<file path="src/rtl/fp32_pkg.sv">
// Shared field positions, constants and FSM state encoding for the
// binary32 add/subtract sequencer.
package fp32_pkg;

  localparam int SIGN_BIT = 31;
  localparam int EXP_MSB  = 30;
  localparam int EXP_LSB  = 23;
  localparam int MANT_MSB = 22;

  localparam logic [31:0] QNAN    = 32'h7FC0_0000;
  localparam logic [31:0] POS_INF = 32'h7F80_0000;
  localparam int          EXP_MAX = 255;

  typedef enum logic [2:0] {
    IDLE,
    ALIGN,
    ADD,
    NORM,
    DONE
  } state_e;

endpackage

</file>
<file path="src/rtl/fp32_unpack.sv">
// Splits a binary32 word into sign, exponent and hidden-bit mantissa and
// classifies it. Exponent-zero inputs (zero and subnormal) flush to zero.
module fp32_unpack
  import fp32_pkg::*;
(
  input  logic [31:0]                word_i,
  output logic                       sign_o,
  output logic [EXP_MSB-EXP_LSB:0]   exp_o,
  output logic [MANT_MSB+1:0]        mant_o,
  output logic                       is_zero_o,
  output logic                       is_inf_o,
  output logic                       is_nan_o
);

  logic expAllOnes;
  logic fracNonZero;

  assign sign_o      = word_i[SIGN_BIT];
  assign exp_o       = word_i[EXP_MSB:EXP_LSB];
  assign expAllOnes  = (exp_o == '1);
  assign fracNonZero = |word_i[MANT_MSB:0];

  assign is_zero_o = (exp_o == '0);
  assign is_inf_o  = expAllOnes && !fracNonZero;
  assign is_nan_o  = expAllOnes && fracNonZero;
  assign mant_o    = is_zero_o ? '0 : {1'b1, word_i[MANT_MSB:0]};

endmodule

</file>
<file path="src/rtl/fp32_add_sequencer.sv">
// Multi-cycle binary32 adder/subtractor: serial one-bit-per-cycle alignment
// and normalization around a single mantissa add, with valid/ready on both sides.
module fp32_add_sequencer
  import fp32_pkg::*;
#(
  parameter int MANT_W = 24,
  parameter int EXP_W  = 8
) (
  input  logic        Clk,
  input  logic        Reset_n,
  input  logic        In_Valid,
  output logic        In_Ready,
  input  logic [31:0] In_A,
  input  logic [31:0] In_B,
  output logic        Out_Valid,
  input  logic        Out_Ready,
  output logic [31:0] Out_Result,
  output logic        Busy
);

  state_e            state_q, state_d;
  logic              sign_q, sign_d;
  logic              sub_q, sub_d;
  logic [EXP_W-1:0]  exp_q, exp_d;
  logic [EXP_W-1:0]  cnt_q, cnt_d;
  logic [MANT_W-1:0] mantL_q, mantL_d;
  logic [MANT_W-1:0] mantS_q, mantS_d;
  logic [MANT_W:0]   sum_q, sum_d;
  logic [31:0]       result_q, result_d;

  logic              aSign, bSign, aZero, bZero, aInf, bInf, aNan, bNan;
  logic [EXP_W-1:0]  aExp, bExp;
  logic [MANT_W-1:0] aMant, bMant;

  fp32_unpack uUnpackA (
    .word_i    (In_A),
    .sign_o    (aSign),
    .exp_o     (aExp),
    .mant_o    (aMant),
    .is_zero_o (aZero),
    .is_inf_o  (aInf),
    .is_nan_o  (aNan)
  );

  fp32_unpack uUnpackB (
    .word_i    (In_B),
    .sign_o    (bSign),
    .exp_o     (bExp),
    .mant_o    (bMant),
    .is_zero_o (bZero),
    .is_inf_o  (bInf),
    .is_nan_o  (bNan)
  );

  logic              aGe, lSign, sSign, sZero, special, farApart;
  logic [EXP_W-1:0]  lExp, sExp, diff;
  logic [MANT_W-1:0] lMant, sMant;
  logic [31:0]       specialRes;
  logic [MANT_W:0]   addRes;

  // Order by magnitude so the subtraction below can never go negative.
  always_comb begin
    aGe      = {aExp, aMant} >= {bExp, bMant};
    lSign    = aGe ? aSign : bSign;
    sSign    = aGe ? bSign : aSign;
    lExp     = aGe ? aExp  : bExp;
    sExp     = aGe ? bExp  : aExp;
    lMant    = aGe ? aMant : bMant;
    sMant    = aGe ? bMant : aMant;
    sZero    = aGe ? bZero : aZero;
    diff     = lExp - sExp;
    farApart = diff > EXP_W'(MANT_W);
    special  = aNan | bNan | aInf | bInf;
    if (aNan || bNan || (aInf && bInf && (aSign != bSign))) begin
      specialRes = QNAN;
    end else if (aInf) begin
      specialRes = {aSign, POS_INF[30:0]};
    end else begin
      specialRes = {bSign, POS_INF[30:0]};
    end
  end

  assign addRes = sub_q ? ({1'b0, mantL_q} - {1'b0, mantS_q})
                        : ({1'b0, mantL_q} + {1'b0, mantS_q});

  always_comb begin
    state_d   = state_q;
    sign_d    = sign_q;
    sub_d     = sub_q;
    exp_d     = exp_q;
    cnt_d     = cnt_q;
    mantL_d   = mantL_q;
    mantS_d   = mantS_q;
    sum_d     = sum_q;
    result_d  = result_q;
    In_Ready  = 1'b0;
    Out_Valid = 1'b0;
    case (state_q)
      IDLE: begin
        In_Ready = 1'b1;
        if (In_Valid) begin
          sign_d  = lSign;
          sub_d   = lSign ^ sSign;
          exp_d   = lExp;
          cnt_d   = diff;
          mantL_d = lMant;
          mantS_d = (sZero || farApart) ? '0 : sMant;
          if (special) begin
            result_d = specialRes;
            state_d  = DONE;
          end else if (diff == '0 || farApart) begin
            state_d = ADD;
          end else begin
            state_d = ALIGN;
          end
        end
      end
      ALIGN: begin
        mantS_d = mantS_q >> 1;
        cnt_d   = cnt_q - EXP_W'(1);
        if (cnt_q == EXP_W'(1)) begin
          state_d = ADD;
        end
      end
      ADD: begin
        sum_d = addRes;
        if (addRes == '0) begin
          result_d = '0;
          state_d  = DONE;
        end else begin
          state_d = NORM;
        end
      end
      // One normalization step per cycle; overflow and underflow end early.
      NORM: begin
        if (sum_q[MANT_W]) begin
          sum_d = sum_q >> 1;
          exp_d = exp_q + EXP_W'(1);
          if (exp_q == EXP_W'(EXP_MAX - 1)) begin
            result_d = {sign_q, POS_INF[30:0]};
            state_d  = DONE;
          end
        end else if (sum_q[MANT_W-1]) begin
          result_d = {sign_q, exp_q, sum_q[MANT_W-2:0]};
          state_d  = DONE;
        end else begin
          sum_d = sum_q << 1;
          exp_d = exp_q - EXP_W'(1);
          if (exp_q == EXP_W'(1)) begin
            result_d = {sign_q, 31'b0};
            state_d  = DONE;
          end
        end
      end
      DONE: begin
        Out_Valid = 1'b1;
        if (Out_Ready) begin
          state_d = IDLE;
        end
      end
      default: state_d = IDLE;
    endcase
  end

  always_ff @(posedge Clk or negedge Reset_n) begin
    if (!Reset_n) begin
      state_q  <= IDLE;
      sign_q   <= 1'b0;
      sub_q    <= 1'b0;
      exp_q    <= '0;
      cnt_q    <= '0;
      mantL_q  <= '0;
      mantS_q  <= '0;
      sum_q    <= '0;
      result_q <= '0;
    end else begin
      state_q  <= state_d;
      sign_q   <= sign_d;
      sub_q    <= sub_d;
      exp_q    <= exp_d;
      cnt_q    <= cnt_d;
      mantL_q  <= mantL_d;
      mantS_q  <= mantS_d;
      sum_q    <= sum_d;
      result_q <= result_d;
    end
  end

  assign Out_Result = result_q;
  assign Busy       = (state_q != IDLE);

endmodule

</file>
<file path="config.mk">
export PLATFORM = sky130hd
export DESIGN_NAME = fp32_add_sequencer
export DESIGN_NICKNAME = d
export VERILOG_FILES = /design/src/rtl/fp32_pkg.sv /design/src/rtl/fp32_unpack.sv /design/src/rtl/fp32_add_sequencer.sv
export SDC_FILE = /design/constraint.sdc
export NUM_CORES = 1
export LEC_CHECK = 0
export BUFFER_PORTS_ARGS = -buffer_cell sky130_fd_sc_hd__buf_2
export CAP_MARGIN = 10
export CORE_UTILIZATION = 41
export CTS_CLUSTER_SIZE = 20
export DETAILED_ROUTE_END_ITERATION = 12
export PLACE_DENSITY_LB_ADDON = 0.15
export REMOVE_ABC_BUFFERS = 1
export SLEW_MARGIN = 25
export SYNTH_ARGS = -nofsm -noshare
export SYNTH_HDL_FRONTEND = slang
export SYNTH_SLANG_ARGS = --single-unit
</file>
<file path="constraint.sdc">
create_clock -name Clk -period 12.3 [get_ports Clk]
set_input_delay 1.845 -clock Clk [delete_from_list [all_inputs] [get_ports Clk]]
set_output_delay 1.845 -clock Clk [all_outputs]
set_load 0.01 [all_outputs]
</file>
# Yosys cells after proc, flatten, opt, wreduce, memory -nomap -nowiden
# Cells that the tools add are included.
totals:
  register_bits: 126
  latchBits: 0
  mem_bits_rw: 0
  rom_bits: 0
  word_cells: 115
  memories: 0
classes:
  n_addsub: 6
  n_mul: 0
  div_mod_pow: 0
  order_cmp: 2
  n_eq_ne: 18
  shift: 0
  mux: 45
  bitwise_logic: 4
  n_reduce_logical: 30
op_table:
  columns: ["operator", "n"]
  rows:
  - ["two-way mux 32 bit", 9]
  - ["two-way mux 24 bit", 8]
  - ["one-hot mux 32 bit (3 select lines)", 1]
  - ["one-hot mux 25 bit (2 select lines)", 1]
  - ["two-way mux 8 bit", 6]
  - ["one-hot mux 24 bit (2 select lines)", 1]
  - ["OR reduction 23 bit", 2]
  - ["greater-or-equal comparator 32 bit", 1]
  - ["one-hot mux 8 bit (2 select lines)", 2]
  - ["two-way mux 3 bit", 9]
  - ["adder 24 x 24 -> 25 bit", 1]
  - ["zero test 25 bit", 1]
  - ["two-way mux 25 bit", 1]
  - ["subtractor 24 x 24 -> 25 bit", 1]
  - ["== test 8 bit (second input constant)", 3]
  - ["zero test 8 bit", 3]
  - ["== test 8 x 1 -> 1 bit (second input constant)", 2]
  - ["subtractor 8 x 1 -> 8 bit (second input constant)", 2]
  - ["one-hot mux 3 bit (5 select lines)", 1]
  - ["inequality test 2 bit (second input constant)", 5]
  - ["adder 8 x 1 -> 8 bit (second input constant)", 1]
  - ["greater-than comparator 8 x 5 -> 1 bit (second input constant)", 1]
  - ["subtractor 8 bit", 1]
  - ["== test 3 x 2 -> 1 bit (second input constant)", 2]
  - ["other kinds (19)", 40]

# Depth between registers and ports, before layout
# Gate-level depths: netlist of the first run.
depth:
  depth_word: 11
  depth_mapped: 28
  depth_no_buf: 20

# Modules after synthesis
# From an unflattened synthesis of the first run, not the netlist that was laid out.
unflattened:
  hier_cells: 1261
  hier_area_um2: 10137.2
by_module_without_submodules:
  columns: ["module", "instances", "cells_per_inst", "area_per_inst_um2", "seq_area_each_um2"]
  rows:
  - ["fp32_add_sequencer", 1, 1159, 9494.1, 3153.0]
  - ["fp32_unpack", 2, 51, 321.6, 0.0]

# Least setup slack after synthesis of the first run
# No wires, ideal clock.
synth_path:
  kind: "input-to-reg"
  from: "input In_A[24]"
  to: "register mantS_q[10]"
  setup_time_ns: 0.082
  t_arrival_ns: 7.735
  required_ns: 12.218
  slack_ns: 4.483
  stages: 28
  cell_sequence: "clkbuf_1 nor4_1 nand2_1 clkbuf_1 and2_1 ha_1 a21o_1 a221o_1 a211oi_1 o211a_1 and2_1 clkbuf_1 clkbuf_1 clkbuf_1 buf_1 nor2_1 a22oi_1 ha_1 nand2b_1 or4_1 a22o_1 nand4_1 a21oi_1 a221oi_2 or4b_1 buf_2 buf_6 o22ai_1"
synth_between:
  elab_chain_cells: 10
synth_rtl:
  columns: ["item", "line_no", "source"]
  rows:
  - ["start: declaration", "fp32_add_sequencer.sv:13", "input logic [31:0] In_A,"]
  - ["zero test 8 bit", "fp32_unpack.sv:23", "assign is_zero_o = (exp_o == '0);"]
  - ["two-way mux 24 bit", "fp32_unpack.sv:26", "assign mant_o = is_zero_o ? '0 : {1'b1, word_i[MANT_MSB:0]};"]
  - ["greater-or-equal comparator 32 bit", "fp32_add_sequencer.sv:63", "aGe = {aExp, aMant} >= {bExp, bMant};"]
  - ["two-way mux 8 bit (on tied branches)", "fp32_add_sequencer.sv:66, fp32_add_sequencer.sv:67", null]
  - ["subtractor 8 bit", "fp32_add_sequencer.sv:71", "diff = lExp - sExp;"]
  - ["greater-than comparator 8 x 5 -> 1 bit", "fp32_add_sequencer.sv:72", "farApart = diff > EXP_W'(MANT_W);"]
  - ["logical OR 1 bit", "fp32_add_sequencer.sv:107", "mantS_d = (sZero || farApart) ? '0 : sMant;"]
  - ["two-way mux 24 bit (*)", "fp32_add_sequencer.sv:107", null]
  - ["two-way mux 24 bit (*)", "fp32_add_sequencer.sv:101", "if (In_Valid) begin"]
  - ["one-hot mux 24 bit (2 select lines) (*)", "fp32_add_sequencer.sv:98", "case (state_q)"]
  - ["end signal: assignment", "fp32_add_sequencer.sv:183", "mantS_q <= mantS_d;"]
  - ["end: declaration", "fp32_add_sequencer.sv:27", "logic [MANT_W-1:0] mantS_q, mantS_d;"]
# Mark *: on every way between the ends. The rest lies on a longest branch, timed or not. The select of a mux whose other input is x is not followed.
# A chain may end at the register's enable or synchronous reset.

# Final worst setup path of the first run
# Same ends and word-level chain as after synthesis.

==> metrics.yaml, run 1 <==
status:
  outcome: "complete, no violations"
floorplanning:
  die_area_mm2: 0.0252
  ios: 103
  die_h_um: 159
  initial_core_util: 0.416
  fp.dieW_um: 159
  core_mm2: 0.0242
  fp-row-count: 57
critical_path:
  cp.required_ns: 12.62
  setup.worst_path.start: "In_A[24]"
  critPathCaptureType: "flop"
  r2r-start: "mantS_q[6]"
  path_max_fanout: 27
  crit_path_start_kind: "input port"
  crit_type: "input port to flop"
  arrival_ns: 8.17
final_layout:
  fin_nets: 1436
  drive_gt1_frac: 0.135
  final.fill_count: 2412
  area_delta_synth_final_pct: 12.9
  multi_input_area_mm2: 0.00649
  insertedDiodeCount: 0
  seqCellArea_mm2: 0.00315
timing:
  slew_headroom: 0.316
  final_hold_viol_count: 0
  slew_violations: 0
  timing.fmax_mhz: 127
  setup_viol: 0
  fin_tns_setup_ns: 0
  worst_slew_pin_slew_ns: 1.03
  period_minus_slack_ns: 7.85
  fin_ws_ns: 4.45
  finClkSkew_ns: 0.0112
  rsz0062_at_grt: "false"
  fin_crit_sh: 0.638
  finalHoldWorstSlack_ns: 0.481
clock_tree:
  numCtsBuffers: 17
  clk_latency_ns: 0.42
  cts.sinks: 126
  cts_tree: "done"
  cts_root_buf: "clkbuf_16"
  ctsHtreeMaxLevel: 4
  cts_buffer_depth: 2
  post_cts_buffers: 0
  ctsHoldBuffers: 0
  cts.clk_slew.worst_paths_ns: 0.06
  postCtsResizedCells: 0
route:
  dr.pass1.iters: 5
  dr.first_iter.drc_count: 806
  drt_wl_total_um: 28000
  avgViaCountPerCell: 5.78
  vias: 9474
  drt-wirelength-per-cell_um: 17.1
  drc: 0
  drtAntennaViolNets: 0
synth:
  synth_top_family_by_area: "compound AO/OA/AOI/OAI gates"
  ys_warn_count: 0
  synth-edff-count: 0
  yosys-top-cells-area: "dfrtp_1 31%, ha_1 7.9%, a21oi_1 6.4%"
  ys_seq_elements: 126
  synth.top_cell.area_share: 0.313
  synth_flop_cell: "dfrtp_1"
  synth-compound-area-share: 0.283
  synth.cell_area_mm2: 0.0101
  synth-simple-area-share: 0.221
  syn_area_per_cell_um2: 8.06
  yosys.area.top_type: "dfrtp_1"
  seq_area_frac_synth: 0.313
  async_flop_share: 1.00
  synthMuxAreaShare: 0.0213
  synthXorXnorAreaFrac: 0.0365
  synth_cell_types: 77
  synthCells: 1251
  post_synth_fa_ha_maj_area_fraction: 0.0814
place:
  pre_cts_slack_ns: 4.06
  hpwlAfterDp_um: 20700
  place_congestion: 0.871
  portBuffers: 102
min_path:
  hold_start: "mantL_q[0]"
  hp-class: "flop to flop"
grt:
  overflow: 0
  grt_pass1_vias: 8645
  grt_max_degree: 102
  grt_use_total: 0.223
  antenna_found_initial: 0
  grt_pass1_wl_um: 45900
power_and_ir_drop:
  vdd_drop_max_uv: 134
  p_total_mw: 3.29
  p_per_area_mw_per_mm2: 289
  p_leak_nw: 5.02
flow_run:
  timing.max_cap.violations: 0
==> cell usage after synthesis (7+ instances only) <==
| master | number |
|---|---|
| nand2_1 | 134 |
| a21oi_1 | 128 |
| dfrtp_1 | 126 |
| nor2_1 | 115 |
| o21ai_0 | 86 |
| clkbuf_1 | 69 |
| ha_1 | 64 |
| nor2b_1 | 38 |
| a31oi_1 | 37 |
| xnor2_1 | 32 |
| inv_1 | 30 |
| and2_1 | 29 |
| a22o_1 | 25 |
| nor4_1 | 22 |
| nor3_1 | 21 |
| nand4_1 | 20 |
| o22ai_1 | 20 |
| nand3_1 | 17 |
| a21o_1 | 16 |
| a221oi_1 | 13 |
| and3_1 | 13 |
| o31ai_1 | 13 |
| a221o_1 | 12 |
| mux2_2 | 12 |
| nand2b_1 | 11 |
| a211oi_1 | 10 |
| xor2_1 | 10 |
| mux2i_1 | 8 |
| o211ai_1 | 8 |
| or3_1 | 8 |
| o21a_1 | 7 |
==> logic make-up (layout without fill, tap and decap cells) <==
family / count (synthesis) / count (layout)
AND/OR/NAND/NOR: 454 / 454
buffers and inverters: 111 / 175
flip-flops: 126 / 126
XOR/XNOR: 42 / 42
AO/OA/AOI/OAI: 433 / 433
adder cells (fa/ha/maj): 65 / 65
multiplexers: 20 / 20
==> area by class of cell <==
class                      count  area share
clock buffer                  18      0.0377
clock inverter                13      0.0166
inverter                      30     0.00989
multi-input combinational   1014       0.570
sequential                   126       0.277
tap                          324      0.0356
timing repair buffer         114      0.0530
==> layer usage <==
layer  global-route usage  up-vias  wire (um)
met2                0.340      262      12300
met3               0.0266       21       1280
met4               0.0463        0        269
met1                0.336     4436      14200
li1                     -     4755          -
met5                    0        -          0
==> critical path, cell delays in order <==
cell,delay (ns)
buf_2,0.17
nor4_1,0.29
nand2_1,0.55
and2_1,0.43
ha_1,0.32
a21o_1,0.18
a221o_1,0.33
a211oi_1,0.24
o211a_1,0.41
and2_4,0.32
nor2_1,0.06
a22oi_1,0.21
ha_1,0.28
nand2b_1,0.17
or4_1,0.40
a22o_1,0.19
nand4_1,0.11
a21oi_1,0.07
a221oi_2,0.29
or4b_1,0.93
o22ai_1,0.35
==> final timing paths <==
kind	slack, ns	to	cells past startpoint
worst min register to register	0.48	mantL_q[0]	2
worst min-delay path	0.48	mantL_q[0]	2
max in group asynchronous	9.44	mantL_q[5]	2
worst max-delay path	4.45	mantS_q[10]	21
min in group asynchronous	1.50	Out_Result[23]	1
worst max register to register	6.66	Out_Result[31]	17
==> state kept, by name (all words and copies together), names as in the netlist <==
signal	cells
mantS_q	24
sub_q	1
mantL_q	24
Out_Result	32
state_q	3
sum_q	25
exp_q	8
cnt_q	8
sign_q	1
==> per-stage QoR <==
stage	cell area [um2]	std cells	util
2_1_floorplan	9750	1170	-
4_1_cts	11400	1639	0.470
3_5_place_dp	10800	1608	0.444
5_1_grt	11400	1639	0.470
3_3_place_gp	10800	1608	0.444
6_report	11400	1639	0.470
==> cell usage in the layout (no fill, tap or decap), types with 13 or more instances in the layout <==
cell type / Yosys / layout
nand2_1: 134 / 133
a21oi_1: 128 / 128
dfrtp_1: 126 / 126
nor2_1: 115 / 115
buf_2: 4 / 101
o21ai_0: 86 / 86
ha_1: 64 / 64
nor2b_1: 38 / 37
a31oi_1: 37 / 37
xnor2_1: 32 / 32
inv_1: 30 / 30
and2_1: 29 / 27
a22o_1: 25 / 25
nor4_1: 22 / 22
nor3_1: 21 / 21
nand4_1: 20 / 20
o22ai_1: 20 / 20
nand3_1: 17 / 17
clkbuf_16: 0 / 17
a21o_1: 16 / 16
and3_1: 13 / 13
o31ai_1: 13 / 13
a221oi_1: 13 / 13
buf_4: 1 / 13
==> report_power, final <==
part	switching, mW	total [mW]	leakage (nW)	internal (mW)
combinational	1.15	1.96	3.15	0.811
clock	0.198	0.537	0.297	0.339
sequential	0.195	0.788	1.57	0.592
total	1.54	3.29	5.02	1.74
(Power assumes the default switching activity.)
==> run 2, diff against run 1 <==
==> constraint.sdc (replaced) <==
create_clock -name Clk -period 6.5 [get_ports Clk]
set_input_delay 0.975 -clock Clk [delete_from_list [all_inputs] [get_ports Clk]]
set_output_delay 0.975 -clock Clk [all_outputs]
set_load 0.01 [all_outputs]
==> run 2 against run 1 <==
Clock skew increased by 0.0036 ns. Critical endpoint is now mantS_q[18]. Setup slack got worse by 3.8 ns. Sequential power grew 88%. Combinational power rose by 90%. Final area grew 0.77%. Critical path depth grew 1. Final cell count increased by 0.61%. Die area unchanged. Largest cell class unchanged. Total power rose by 90%.
==> metrics.yaml, run 2 (synthesis gave the netlist of run 1 again) <==
power_and_ir_drop:
  vdd_drop_max_uv: 210
  net-switching-power_mw: 2.92
  sw_frac_of_total: 0.468
  intPower_mw: 3.31
  p_per_area_mw_per_mm2: 543
  clockPowerShare: 0.165
  seq_power_share: 0.237
  p_comb_frac: 0.598
  p_total_mw: 6.23
  p_leak_nw: 5.07
final_layout:
  fin_cells: 1649
  seqCellArea_mm2: 0.00315
  insertedDiodeCount: 0
  fin_nets: 1445
  multi_input_area_mm2: 0.00650
  drive_gt1_frac: 0.142
  final_cell_mix: "133 x nand2_1, 128 x a21oi_1, 126 x dfrtp_1"
  final_common_cell: "nand2_1"
  area_delta_synth_final_pct: 13.8
  largest_reg_flops: 32
  final.fill_count: 2435
timing:
  setup_viol: 0
  fin_crit_sh: 0.907
  finClkSkew_ns: 0.0148
  worst_slew_pin_slew_ns: 1.03
  slew_violations: 0
  rsz0062_at_grt: "false"
  finalHoldWorstSlack_ns: 0.485
  slew_headroom: 0.316
  period_minus_slack_ns: 5.89
  timing.fmax_mhz: 170
  final_hold_viol_count: 0
  fin_tns_setup_ns: 0
  fin_ws_ns: 0.605
grt:
  grt_max_degree: 111
  grt_use_total: 0.234
  overflow: 0
  antenna_found_initial: 1
  grt_pass1_wl_um: 47900
  grt_pass1_vias: 8830
route:
  drtAntennaViolNets: 0
  avgViaCountPerCell: 5.73
  vias: 9445
  dr.pass1.iters: 5
  drc: 0
  drt-wirelength-per-cell_um: 17.3
  dr.first_iter.drc_count: 859
  drt_wl_total_um: 28500
floorplanning:
  die_area_mm2: 0.0252
  die_h_um: 159
  fp-row-count: 57
  fp.dieW_um: 159
  core_mm2: 0.0242
  ios: 103
  initial_core_util: 0.416
clock_tree:
  postCtsResizedCells: 0
  cts_root_buf: "clkbuf_16"
  cts_tree: "done"
  cts_buffer_depth: 2
  ctsHoldBuffers: 0
  numCtsBuffers: 17
  ctsHtreeMaxLevel: 4
  cts.sinks: 126
  post_cts_buffers: 0
  cts.clk_slew.worst_paths_ns: 0.06
  clk_latency_ns: 0.42
min_path:
  hp-class: "flop to flop"
flow_run:
  timing.max_cap.violations: 0
critical_path:
  crit_type: "input port to flop"
  path_max_fanout: 24
  critPathCaptureType: "flop"
  cp.required_ns: 6.83
  arrival_ns: 6.23
  crit_path_start_kind: "input port"
place:
  pre_cts_slack_ns: 0.180
  hpwlAfterDp_um: 21400
  place_inst: 1617
  place_congestion: 0.896
  portBuffers: 102
status:
  outcome: "complete, no violations"
-- run 2: final cells by class --
class	instances	share of cell area
multi-input combinational	1014	0.566
sequential	126	0.275
timing repair buffer	123	0.0584
clock buffer	19	0.0386
tap	324	0.0353
clock inverter	13	0.0166
inverter	30	0.00981
-- run 2: power groups by stage --
stage	logic [mW]	clock network, mW	registers [mW]
floorplan	2.79	0	1.44
global placement	3.66	0	1.48
CTS	3.71	1.05	1.48
global route	4.23	1.08	1.54
detailed placement	3.68	0	1.49
finish	3.73	1.03	1.48
-- run 2: through the flow --
step                instance area [um2]   util
global route                      11500  0.473
detailed placement                10800  0.447
CTS                               11500  0.473
finish                            11500  0.473
global placement                  10800  0.447
floorplan                          9750      -
-- run 2: metal layers --
layer / wire [um] / vias to the layer above / share of wire / track usage
met3: 1250 / 29 / 0.044 / 0.0308
met4: 403 / 2 / 0.014 / 0.0675
met5: 13 / - / 0.00046 / 0
li1: - / 4778 / - / -
met1: 14500 / 4387 / 0.51 / 0.347
met2: 12300 / 249 / 0.43 / 0.352
-- run 2: final timing paths --
kind,startpoint,to,slack [ns],cells past startpoint
setup / recovery,In_A[29],mantS_q[18],0.61,22
hold / removal,mantL_q[20],mantL_q[20],0.48,2
setup reg to reg,mantS_q[6],Out_Result[26],0.96,17
hold reg to reg,mantL_q[20],mantL_q[20],0.48,2
max in group asynchronous,Reset_n,mantS_q[15],4.51,2
min in group asynchronous,Reset_n,Out_Result[29],0.60,1
-- run 2: critical path, cell delays in order --
cell and delay, ns:
buf_2 0.13, nor4_1 0.28, nand2_1 0.39, and2_1 0.34
ha_1 0.31, a21o_1 0.18, a221o_1 0.32, a211oi_1 0.23
o211a_1 0.19, and2_4 0.19, nor2_1 0.05, a22oi_1 0.18
ha_1 0.29, nand2b_1 0.18, or4_1 0.40, a22o_1 0.19
nand4_1 0.09, a21oi_1 0.07, a221oi_2 0.31, or4b_1 0.46
buf_4 0.24, o22ai_1 0.21
